--- config.mk ---
export PLATFORM = sky130hd
export DESIGN_NAME = dtc_seq_eval
export DESIGN_NICKNAME = d
export VERILOG_FILES = /design/src/rtl/dtc_seq_eval.sv
export SDC_FILE = /design/constraint.sdc
export NUM_CORES = 1
export LEC_CHECK = 0
export ABC_AREA = 1
export BUFFER_PORTS_ARGS = -buffer_cell sky130_fd_sc_hd__buf_2
export CAP_MARGIN = 20
export CORE_MARGIN = 4
export CORE_UTILIZATION = 45
export DETAILED_ROUTE_END_ITERATION = 7
export GPL_ROUTABILITY_DRIVEN = 0
export GPL_TIMING_DRIVEN = 0
export SETUP_SLACK_MARGIN = 0.02
export SLEW_MARGIN = 20
export SYNTH_ARGS = -nofsm -noshare
export SYNTH_HDL_FRONTEND = slang
export SYNTH_SLANG_ARGS = --single-unit
--- constraint.sdc ---
create_clock -name clk -period 2.3 [get_ports clk]
set_input_delay 0 -clock clk [delete_from_list [all_inputs] [get_ports clk]]
set_output_delay 0 -clock clk [all_outputs]
set_load 0.005 [all_outputs]
--- src/rtl/dtc_seq_eval.sv ---
// dtc_seq_eval: register-based decision tree walked one level per clock.
// The node table is loaded through a config port while idle. Each accepted
// feature vector is walked from the root at address 0, and the leaf class
// (or an abort flag) is presented over a valid/ready handshake.
module dtc_seq_eval #(
  parameter int  INPUT_WIDTH = 8,
  parameter int  CLASS_WIDTH = 2,
  parameter int  MAX_NODES   = 32,
  parameter int  MAX_DEPTH   = 8,
  localparam int FW          = $clog2(INPUT_WIDTH),
  localparam int AW          = $clog2(MAX_NODES),
  localparam int NODE_W      = 1 + FW + 2*AW + CLASS_WIDTH,
  localparam int DW          = $clog2(MAX_DEPTH+1)
) (
  input  logic                   clk,
  input  logic                   rst,
  input  logic                   cfg_we,
  input  logic [AW-1:0]          cfg_addr,
  input  logic [NODE_W-1:0]      cfg_data,
  output logic                   cfg_busy,
  input  logic                   in_valid,
  output logic                   in_ready,
  input  logic [INPUT_WIDTH-1:0] inp,
  output logic                   out_valid,
  input  logic                   out_ready,
  output logic [CLASS_WIDTH-1:0] out_class,
  output logic                   out_err,
  output logic [DW-1:0]          out_depth
);

  typedef enum logic [1:0] {IDLE, WALK, DONE} state_t;

  state_t                   state_q, state_d;
  logic [NODE_W-1:0]        node_tab [MAX_NODES];
  logic [INPUT_WIDTH-1:0]   inp_q;
  logic [AW-1:0]            ptr_q, ptr_d;
  logic [DW-1:0]            depth_q, depth_d;

  logic [NODE_W-1:0]        node;
  logic                     n_leaf;
  logic [FW-1:0]            n_feat;
  logic [AW-1:0]            n_c1, n_c0;
  logic [CLASS_WIDTH-1:0]   n_cls;
  logic                     ptr_bad, feat_ok, sel_bit, depth_max;
  logic                     accept, load_out, res_err;
  logic [CLASS_WIDTH-1:0]   res_cls;

  assign in_ready  = (state_q == IDLE);
  assign cfg_busy  = (state_q != IDLE);
  assign out_valid = (state_q == DONE);
  assign accept    = in_valid && (state_q == IDLE);

  // Decode the node currently addressed by the walk pointer
  always_comb begin
    node    = '0;
    ptr_bad = ({1'b0, ptr_q} >= (AW+1)'(MAX_NODES));
    if (!ptr_bad) node = node_tab[ptr_q];
    n_leaf    = node[NODE_W-1];
    n_feat    = node[NODE_W-2 -: FW];
    n_c1      = node[2*AW+CLASS_WIDTH-1 -: AW];
    n_c0      = node[AW+CLASS_WIDTH-1 -: AW];
    n_cls     = node[CLASS_WIDTH-1:0];
    feat_ok   = ({1'b0, n_feat} < (FW+1)'(INPUT_WIDTH));
    sel_bit   = feat_ok ? inp_q[n_feat] : 1'b0;
    depth_max = (depth_q == DW'(MAX_DEPTH));
  end

  // Next-state and walk-step logic; abort checks are prioritised bad pointer, leaf, depth
  always_comb begin
    state_d  = state_q;
    ptr_d    = ptr_q;
    depth_d  = depth_q;
    load_out = 1'b0;
    res_cls  = '0;
    res_err  = 1'b0;
    case (state_q)
      IDLE: begin
        if (in_valid) begin
          state_d = WALK;
          ptr_d   = '0;
          depth_d = '0;
        end
      end
      WALK: begin
        if (ptr_bad) begin
          state_d  = DONE;
          load_out = 1'b1;
          res_err  = 1'b1;
        end else if (n_leaf) begin
          state_d  = DONE;
          load_out = 1'b1;
          res_cls  = n_cls;
        end else if (depth_max) begin
          state_d  = DONE;
          load_out = 1'b1;
          res_err  = 1'b1;
        end else begin
          ptr_d   = sel_bit ? n_c1 : n_c0;
          depth_d = depth_q + DW'(1);
        end
      end
      DONE: begin
        if (out_ready) state_d = IDLE;
      end
      default: state_d = IDLE;
    endcase
  end

  // State register
  always_ff @(posedge clk) begin
    if (rst) state_q <= IDLE;
    else     state_q <= state_d;
  end

  // Walk datapath: captured features, pointer and depth counter
  always_ff @(posedge clk) begin
    if (rst) begin
      inp_q   <= '0;
      ptr_q   <= '0;
      depth_q <= '0;
    end else begin
      if (accept) inp_q <= inp;
      ptr_q   <= ptr_d;
      depth_q <= depth_d;
    end
  end

  // Result registers, loaded only on entry to DONE so they hold under backpressure
  always_ff @(posedge clk) begin
    if (rst) begin
      out_class <= '0;
      out_err   <= 1'b0;
      out_depth <= '0;
    end else if (load_out) begin
      out_class <= res_cls;
      out_err   <= res_err;
      out_depth <= depth_q;
    end
  end

  // Node table: reset to leaf/class 0, writable only while idle
  always_ff @(posedge clk) begin
    if (rst) begin
      for (int unsigned i = 0; i < MAX_NODES; i++)
        node_tab[i] <= {1'b1, {(NODE_W-1){1'b0}}};
    end else if (cfg_we && (state_q == IDLE)) begin
      node_tab[cfg_addr] <= cfg_data;
    end
  end

endmodule

* After elaboration in Yosys (flattened, before gate mapping)
Memories as Yosys holds them, arrays and structs flattened. A register that Yosys moved wholly into a read port is not among the register bits.
Cells that the tools add are included.
** Word-level totals
- Memory bits (writable) :: 512
- Word-level logic and storage cells :: 59
- Memories kept :: 1
- Output and inout bits :: 10
- Bits in registers :: 26
** Cells by class
- Magnitude comparators :: 1
- Equality and inequality tests :: 8
- Add/sub/neg operators :: 1
- Mux-type cells :: 33
- Reduce and logical (&&, ||, !) cells :: 8
** Memories
- node_tab :: words 32, width 16, rd ports 1, clocked after Yosys merged registers in 1, write ports 32, line 34 : logic [NODE_W-1:0] node_tab [MAX_NODES];
** Operators with widths (count)
- 5-bit two-way mux :: 7
- 16-bit two-way mux :: 1
- 16-bit OR reduction :: 1
- 1-bit two-way mux :: 12
- 2-bit two-way mux :: 6
- 4-bit two-way mux :: 3
- 5-bit case mux with 2 select lines :: 1
- 4-bit case mux with 2 select lines :: 1
- 2-bit != test, second input constant :: 3
- 2-bit case mux with 3 select lines :: 1
- 4-bit by 1-bit adder with 4-bit output, second input constant :: 1
- 4-bit equality test, second input constant :: 1
- 3-bit by 4-bit < comparator with 1-bit output, second input constant :: 1
- 4-bit AND reduction :: 1
- 2-bit nonzero test :: 2
- 1-bit binary-select mux with 3-bit select :: 1
- 3-bit != test, second input constant :: 1
- 3-bit AND reduction :: 1
- 2-bit by 1-bit equality test with 1-bit output, second input constant :: 1
- 2-bit equality test, second input constant :: 1
- 1-bit logical AND :: 2
- 2-bit zero test :: 1
- 2-bit by 1-bit != test with 1-bit output, second input constant :: 1

* Longest topological paths before layout
Gate-level depths: netlist of the first run.
- Depth in word-level cells :: 8
- Mapped depth :: 17

* Worst setup path after synthesis of the first run
OpenSTA, ideal clock, no wires.
- Path kind :: flip-flop to flip-flop
- Start point :: reg state_q[0]
- End point :: mem node_tab[0][0] (netlist name) (enable)
- Path buffers :: 1
- Setup slack :: 167 ps
- Setup time :: 372 ps
- Data arrival time :: 1761 ps
- Data required time :: 1928 ps
- Stages on the path, launching flop included :: 9
- Clock period less this slack :: 2133 ps
- Cell sequence :: dfxtp_1 -> nor2_1 -> nand3_1 -> inv_1 -> nand3_1 -> nor2_1 -> inv_1 -> clkbuf_1 -> nand2_1
** RTL lines
- start, declared :: line 33 : state_t state_q, state_d;
- start signal, assigned :: line 112 : else state_q <= state_d;
- end, declared :: line 34

==> results of run 1 <==
==> per-stage QoR <==
step	util, %	cells
after global placement	47.6	3214
after CTS	56.7	3401
after floorplan	-	2475
after detailed placement	47.6	3214
after global routing	57.9	3437
final	57.9	3439
==> area by class of cell <==
cell class	instances	area, um^2
timing repair inverter	3	15.0
timing repair buffer	174	1910
buffer	174	1870
fill	4464	22700
inverter	116	523
antenna	2	5.00
multi-input combinational	1627	8200
sequential	543	16000
clock inverter	30	246
tap	696	871
clock buffer	74	1580
==> sequential cells by signal, indices dropped and copies added, names as in the netlist, named ones only <==
register	flops
node_tab	512
out_depth	4
ptr_q	5
depth_q	4
out_class	2
state_q	2
inp_q	8
out_err	1
==> power groups by stage <==
stage | Combinational (W) | Sequential (W) | Clock [W]
after floorplan | 0.000552 | 0.0114 | 0
after global placement | 0.000914 | 0.0114 | 0
after detailed placement | 0.000929 | 0.0115 | 0
after CTS | 0.00124 | 0.0112 | 0.00929
after global routing | 0.00140 | 0.0113 | 0.00972
final | 0.00133 | 0.0112 | 0.00933
==> Yosys cell counts (12+ instances only) <==
cell type,number
a22oi_1,29
nor2_1,583
a21oi_1,156
buf_4,25
a221oi_1,12
inv_1,111
o221ai_1,20
clkbuf_1,97
o21ai_0,77
buf_2,49
edfxtp_1,512
nand2_1,493
buf_6,19
nand3_1,189
dfxtp_1,31
==> final timing paths <==
check,from,to,cells past startpoint
max,register,register,12
min,cfg_we,node_tab[18][15],6
min reg2reg,out_class[1],out_class[1],2
max reg2reg,register,register,12
==> kinds of logic after synthesis <==
| family | after synthesis | synth area share, % |
|---|---|---|
| DFF | 543 | 65.1 |
| buffers and inverters | 308 | 5.94 |
| xor gates and xnor gates | 1 | 0.0357 |
| and+or+nand+nor | 1290 | 21.0 |
| adders and majority gates | 2 | 0.102 |
| AOI/OAI and AO/OA | 331 | 7.81 |
==> critical path, delay by kind of cell (launching register included) <==
family / cells / cell delay, ns
compound gates: 5 / 0.77
flops: 1 / 0.33
buf+inv: 5 / 0.95
simple gates: 2 / 0.22
==> timing repair <==
item / CTS / global route
cloned: 6 / 4
endpoints found under the hold margin: 89 / 0
pin swaps: 24 / 23
endpoints found under the setup margin: 797 / 449
gates resized for setup: 472 / 96
buffers inserted: 58 / 31
hold buffers: 37 / 0
==> per-layer routing <==
| layer | global-route usage [%] | part of all wire [%] | vias up |
|---|---|---|---|
| met5 | 0 | 0 | - |
| met4 | 19.5 | 7.0 | 0 |
| met3 | 8.55 | 14 | 367 |
| met2 | 49.3 | 44 | 1652 |
| met1 | 41.0 | 34 | 10200 |
| li1 | - | - | 8854 |
==> flow_metrics.py, run 1 <==
metrics = {
    "outcome": {
        "outcome": "complete, but fails checks",
        "violations": "setup timing",
    },
    "worst_setup_path": {
        "cp.arrival_ns": 2.99,
        "max_stage_delay_ns": 0.35,
        "path_cells": "buf_12, inv_1, buf_12, buf_8, buf_8, a21oi_1, a32oi_2, o21ai_1, o21ai_2, nand3_1, nand3_2, a21oi_2",
        "slowest_stage": "a32oi_2",
        "ff2ff_setup_slack_ns": -0.18,
        "crit_fanout": 10,
        "required_ns": 2.81,
        "critPathKind": "register to register",
        "endpoint_kind": "register",
        "start_kind": "register",
    },
    "placement": {
        "postPlaceCellArea_um2": 25700,
        "preCtsSetupSlack_ns": -1.41,
        "hpwl_mm": 63.7,
        "numPortBuffers": 43,
    },
    "clock_network": {
        "cts_root_buffer": "clkbuf_16",
        "clock_latency_ns": 0.65,
        "htreeDepth": 2,
        "path_clk_slew_ns": 0.07,
        "clock_sinks": 543,
        "cts_made_buffers": 58,
        "cts_tree": "built",
        "clk_path_buf_depth": 3,
    },
    "route": {
        "drc": 0,
        "num_vias": 21100,
        "drt_wl_total_mm": 97.5,
        "wire_per_inst_um": 28.4,
        "ant_nets": 0,
        "drt-vias-per-instance": 6.13,
        "firstDrtPassIters": 8,
        "drtIter0Drc": 3191,
    },
    "power_and_ir_drop": {
        "leakagePower_nw": 12.0,
        "powerDensity_nw_per_um2": 701,
        "p_total_w": 0.0219,
        "ir_drop_mv": 0.519,
        "internal_power_w": 0.0168,
        "p_sw_share_pct": 23.2,
        "clock_power_share_pct": 42.6,
        "seqPwrFrac_pct": 51.3,
        "pwr-share-comb_pct": 6.1,
        "switchingPower_w": 0.00507,
    },
    "sta": {
        "hold_viol": 0,
        "maxSlewHeadroom_pct": 37.8,
        "tightest_slew_ns": 0.933,
        "slew_viol_final": 0,
        "fmax_mhz": 403,
        "fin_crit_sh_pct": 108,
        "tns_ns": -1.33,
        "setup_ws_ns": -0.182,
        "rsz0062_at_grt": "yes",
        "period_minus_slack_ns": 2.48,
        "setup_violations": 12,
        "fin_skew_ns": 0.0338,
        "whs_ns": 0.0585,
    },
    "floorplan": {
        "fp-row-count": 85,
        "die_area_um2": 58400,
        "core_um2": 53900,
        "die_height_um": 242,
        "fp.dieW_um": 242,
        "ioPinCount": 44,
        "initial_core_util_pct": 45.6,
    },
    "synth": {
        "syn_inst": 2475,
        "synth_edf_count": 512,
        "synth_ff_type": "edfxtp_1",
        "syn_area_um2": 24600,
        "yosysWarningCount": 0,
        "ys_seq_elements": 543,
        "synth-async-reset-ratio_pct": 0,
        "synth_area_per_cell_um2": 9.93,
        "yosysSeqAreaShare_pct": 65.1,
        "synthDistinctLibCells": 37,
        "synth_top_area_share_pct": 62.6,
        "synth_top_area_cell": "edfxtp_1",
        "syn-num-nets": 2511,
        "ys_top_cells_by_area": "edfxtp_1 (63%), nor2_1 (8.9%), nand2_1 (7.5%)",
    },
    "grt": {
        "grt_usage_pct": 32.1,
        "grt_pass1_wl_mm": 137,
        "grt_pass1_vias": 20100,
        "grt_start_max_net_pins": 18,
        "antenna_found_initial": 2,
        "globalRouteOverflowTotal": 0,
    },
    "layout": {
        "final_common_cell": "nor2_1",
        "final_cell_mix": "nor2_1 (565), edfxtp_1 (512), nand2_1 (443)",
        "syn_to_final_growth_pct": 27.1,
        "drive_gt1_share_pct": 20.3,
        "fin_area_um2": 31200,
        "nNetsFinal": 2733,
    },
    "worst_hold_path": {
        "hp-class": "input port to register",
    },
    "job": {
        "cap_violations": 0,
    },
}
Power figures use the tool's default switching activity.
==> run 2, diff against run 1 <==
--- a/config.mk
+++ b/config.mk
@@ -18,3 +18,4 @@
 export SYNTH_ARGS = -nofsm -noshare
 export SYNTH_HDL_FRONTEND = slang
 export SYNTH_SLANG_ARGS = --single-unit
+export TNS_END_PERCENT = 50
==> run 2 against run 1 <==
The run still ends with setup timing left. Clock skew decreased by 0.0045 ns. Sequential share of layout area barely moved. Combinational power about the same. Via count down 0.57%. Count of clock-buffer cells in the layout did not move. Sequential power barely moved. Non-clock buffer count fell by 8. Critical path depth did not move. Die area unchanged. Highest routed layer unchanged.
==> flow_metrics.py, run 2 (synthesized netlist as in run 1, its figures left out) <==
metrics = {
    "worst_hold_path": {
        "min_from": "cfg_we",
        "hp-class": "input port to register",
    },
    "layout": {
        "nNetsFinal": 2724,
        "largest_register_ffs": 512,
        "top_register": "node_tab",
        "syn_to_final_growth_pct": 27.1,
        "final_common_cell": "nor2_1",
        "drive_gt1_share_pct": 20.1,
        "fin_cells": 3428,
        "fillers": 4441,
        "antenna_cells": 0,
        "final_cell_mix": "nor2_1 (568), edfxtp_1 (512), nand2_1 (441)",
        "reg_top3": "node_tab: 512 flops, inp_q: 8 flops, ptr_q: 5 flops",
    },
    "sta": {
        "whs_ns": 0.0481,
        "fin_crit_sh_pct": 106,
        "hold_viol": 0,
        "rsz0062_at_grt": "yes",
        "fin_skew_ns": 0.0293,
        "slew_viol_final": 0,
        "maxSlewHeadroom_pct": 35.0,
        "tightest_slew_ns": 0.975,
        "setup_ws_ns": -0.149,
        "period_minus_slack_ns": 2.45,
        "tns_ns": -1.06,
        "setup_violations": 12,
        "fmax_mhz": 408,
    },
    "worst_setup_path": {
        "max_stage_delay_ns": 0.33,
        "cp_top_family": "buffers and inverters",
        "critPathKind": "register to register",
        "slowest_stage": "dfxtp_1",
        "start_kind": "register",
        "required_ns": 2.80,
        "endpoint_kind": "register",
        "path_cells": "buf_12, inv_1, buf_12, buf_8, buf_8, a21oi_1, a32oi_2, o21ai_1, o21ai_2, nand3_1, nand3_2, a21oi_2",
        "cp.arrival_ns": 2.95,
        "path_buf_inv": 5,
        "crit_fanout": 10,
    },
    "clock_network": {
        "clk_path_buf_depth": 3,
        "cts_root_buffer": "clkbuf_16",
        "cts_tree": "built",
        "clock_sinks": 543,
        "clock_latency_ns": 0.65,
        "htreeDepth": 2,
        "cts_made_buffers": 58,
        "path_clk_slew_ns": 0.07,
    },
    "grt": {
        "globalRouteOverflowTotal": 0,
        "grt_start_max_net_pins": 18,
        "grt_usage_pct": 32.1,
        "grt_pass1_wl_mm": 137,
        "antenna_found_initial": 1,
        "grt_pass1_vias": 20100,
    },
    "floorplan": {
        "initial_core_util_pct": 45.6,
        "fp-row-count": 85,
        "die_area_um2": 58400,
        "core_um2": 53900,
        "ioPinCount": 44,
        "die_height_um": 242,
        "fp.dieW_um": 242,
    },
    "power_and_ir_drop": {
        "leakagePower_nw": 12.1,
        "p_sw_share_pct": 23.1,
        "powerDensity_nw_per_um2": 701,
        "p_total_w": 0.0219,
        "clock_power_share_pct": 42.5,
        "ir_drop_mv": 0.521,
        "pwr-share-comb_pct": 6.1,
        "seqPwrFrac_pct": 51.4,
        "switchingPower_w": 0.00505,
        "internal_power_w": 0.0168,
    },
    "outcome": {
        "violations": "setup timing",
        "outcome": "complete, but fails checks",
    },
    "route": {
        "wire_per_inst_um": 28.4,
        "drt-vias-per-instance": 6.12,
        "drc": 0,
        "drtIter0Drc": 3271,
        "firstDrtPassIters": 6,
        "ant_nets": 0,
        "num_vias": 21000,
        "drt_wl_total_mm": 97.4,
    },
    "placement": {
        "numPortBuffers": 43,
        "hpwl_mm": 63.7,
        "preCtsSetupSlack_ns": -1.41,
        "dp.cells": 3214,
    },
    "job": {
        "cap_violations": 0,
    },
}
==> run 2: cell count changes in the layout (fill, tap and decap cells not counted), sizes merged <==
cell,change
buf,-10
clkbuf,+2
clkinvlp,-4
diode,-2
inv,+3
==> run 2: worst paths after layout <==
check / to / slack [ns] / cells past startpoint
max: register / -0.15 / 12
min: node_tab[18][15] / 0.05 / 6
max reg2reg: register / -0.15 / 12
min reg2reg: out_class[1] / 0.46 / 2
==> run 2: power groups by stage <==
stage | combinational (W) | sequential [W] | clock [W]
global placement | 0.000914 | 0.0114 | 0
detailed placement | 0.000929 | 0.0115 | 0
global route | 0.00140 | 0.0113 | 0.00971
CTS | 0.00124 | 0.0112 | 0.00929
finish | 0.00133 | 0.0112 | 0.00931
floorplan | 0.000552 | 0.0114 | 0
==> run 2: area by class of cell <==
| type | count | area, um^2 | share of cell area, % |
|---|---|---|---|
| buffer | 174 | 1900 | 6.09 |
| clock buffer | 74 | 1580 | 5.07 |
| clock inverter | 30 | 246 | 0.789 |
| inverter | 116 | 512 | 1.64 |
| multi-input combinational | 1627 | 8240 | 26.4 |
| sequential | 543 | 16000 | 51.2 |
| tap | 696 | 871 | 2.79 |
| timing repair buffer | 166 | 1860 | 5.97 |
| timing repair inverter | 2 | 10.0 | 0.0320 |
==> run 2: timing repair <==
action	in CTS	in global routing
gates cloned	6	4
buffers inserted	57	23
resized for setup	473	106
pin swaps	23	37
hold buffers	37	0
hold endpoints to repair	89	0
setup endpoints to repair	797	447
==> run 2: stage by stage <==
stage	utilization, %	instance area, um^2
2_1_floorplan	-	24600
3_3_place_gp	47.6	25700
3_5_place_dp	47.6	25700
4_1_cts	56.7	30600
5_1_grt	57.9	31200
6_report	57.9	31200
==> run 2: worst min-delay path, stage by stage <==
cell     delay [ns]
buf_2          0.11
nand3_4        0.11
inv_2          0.07
nand3_4        0.16
nor2_1         0.08
nand2_1        0.06
==> run 2: layer usage <==
metal  vias to the layer above  part of all wire, %  GRT usage [%]
met5                         -                    0              0
met2                      1661                   45           49.2
met1                     10100                   35           41.1
met3                       364                   14           8.80
li1                       8839                    -              -
met4                         0                  7.0           19.3
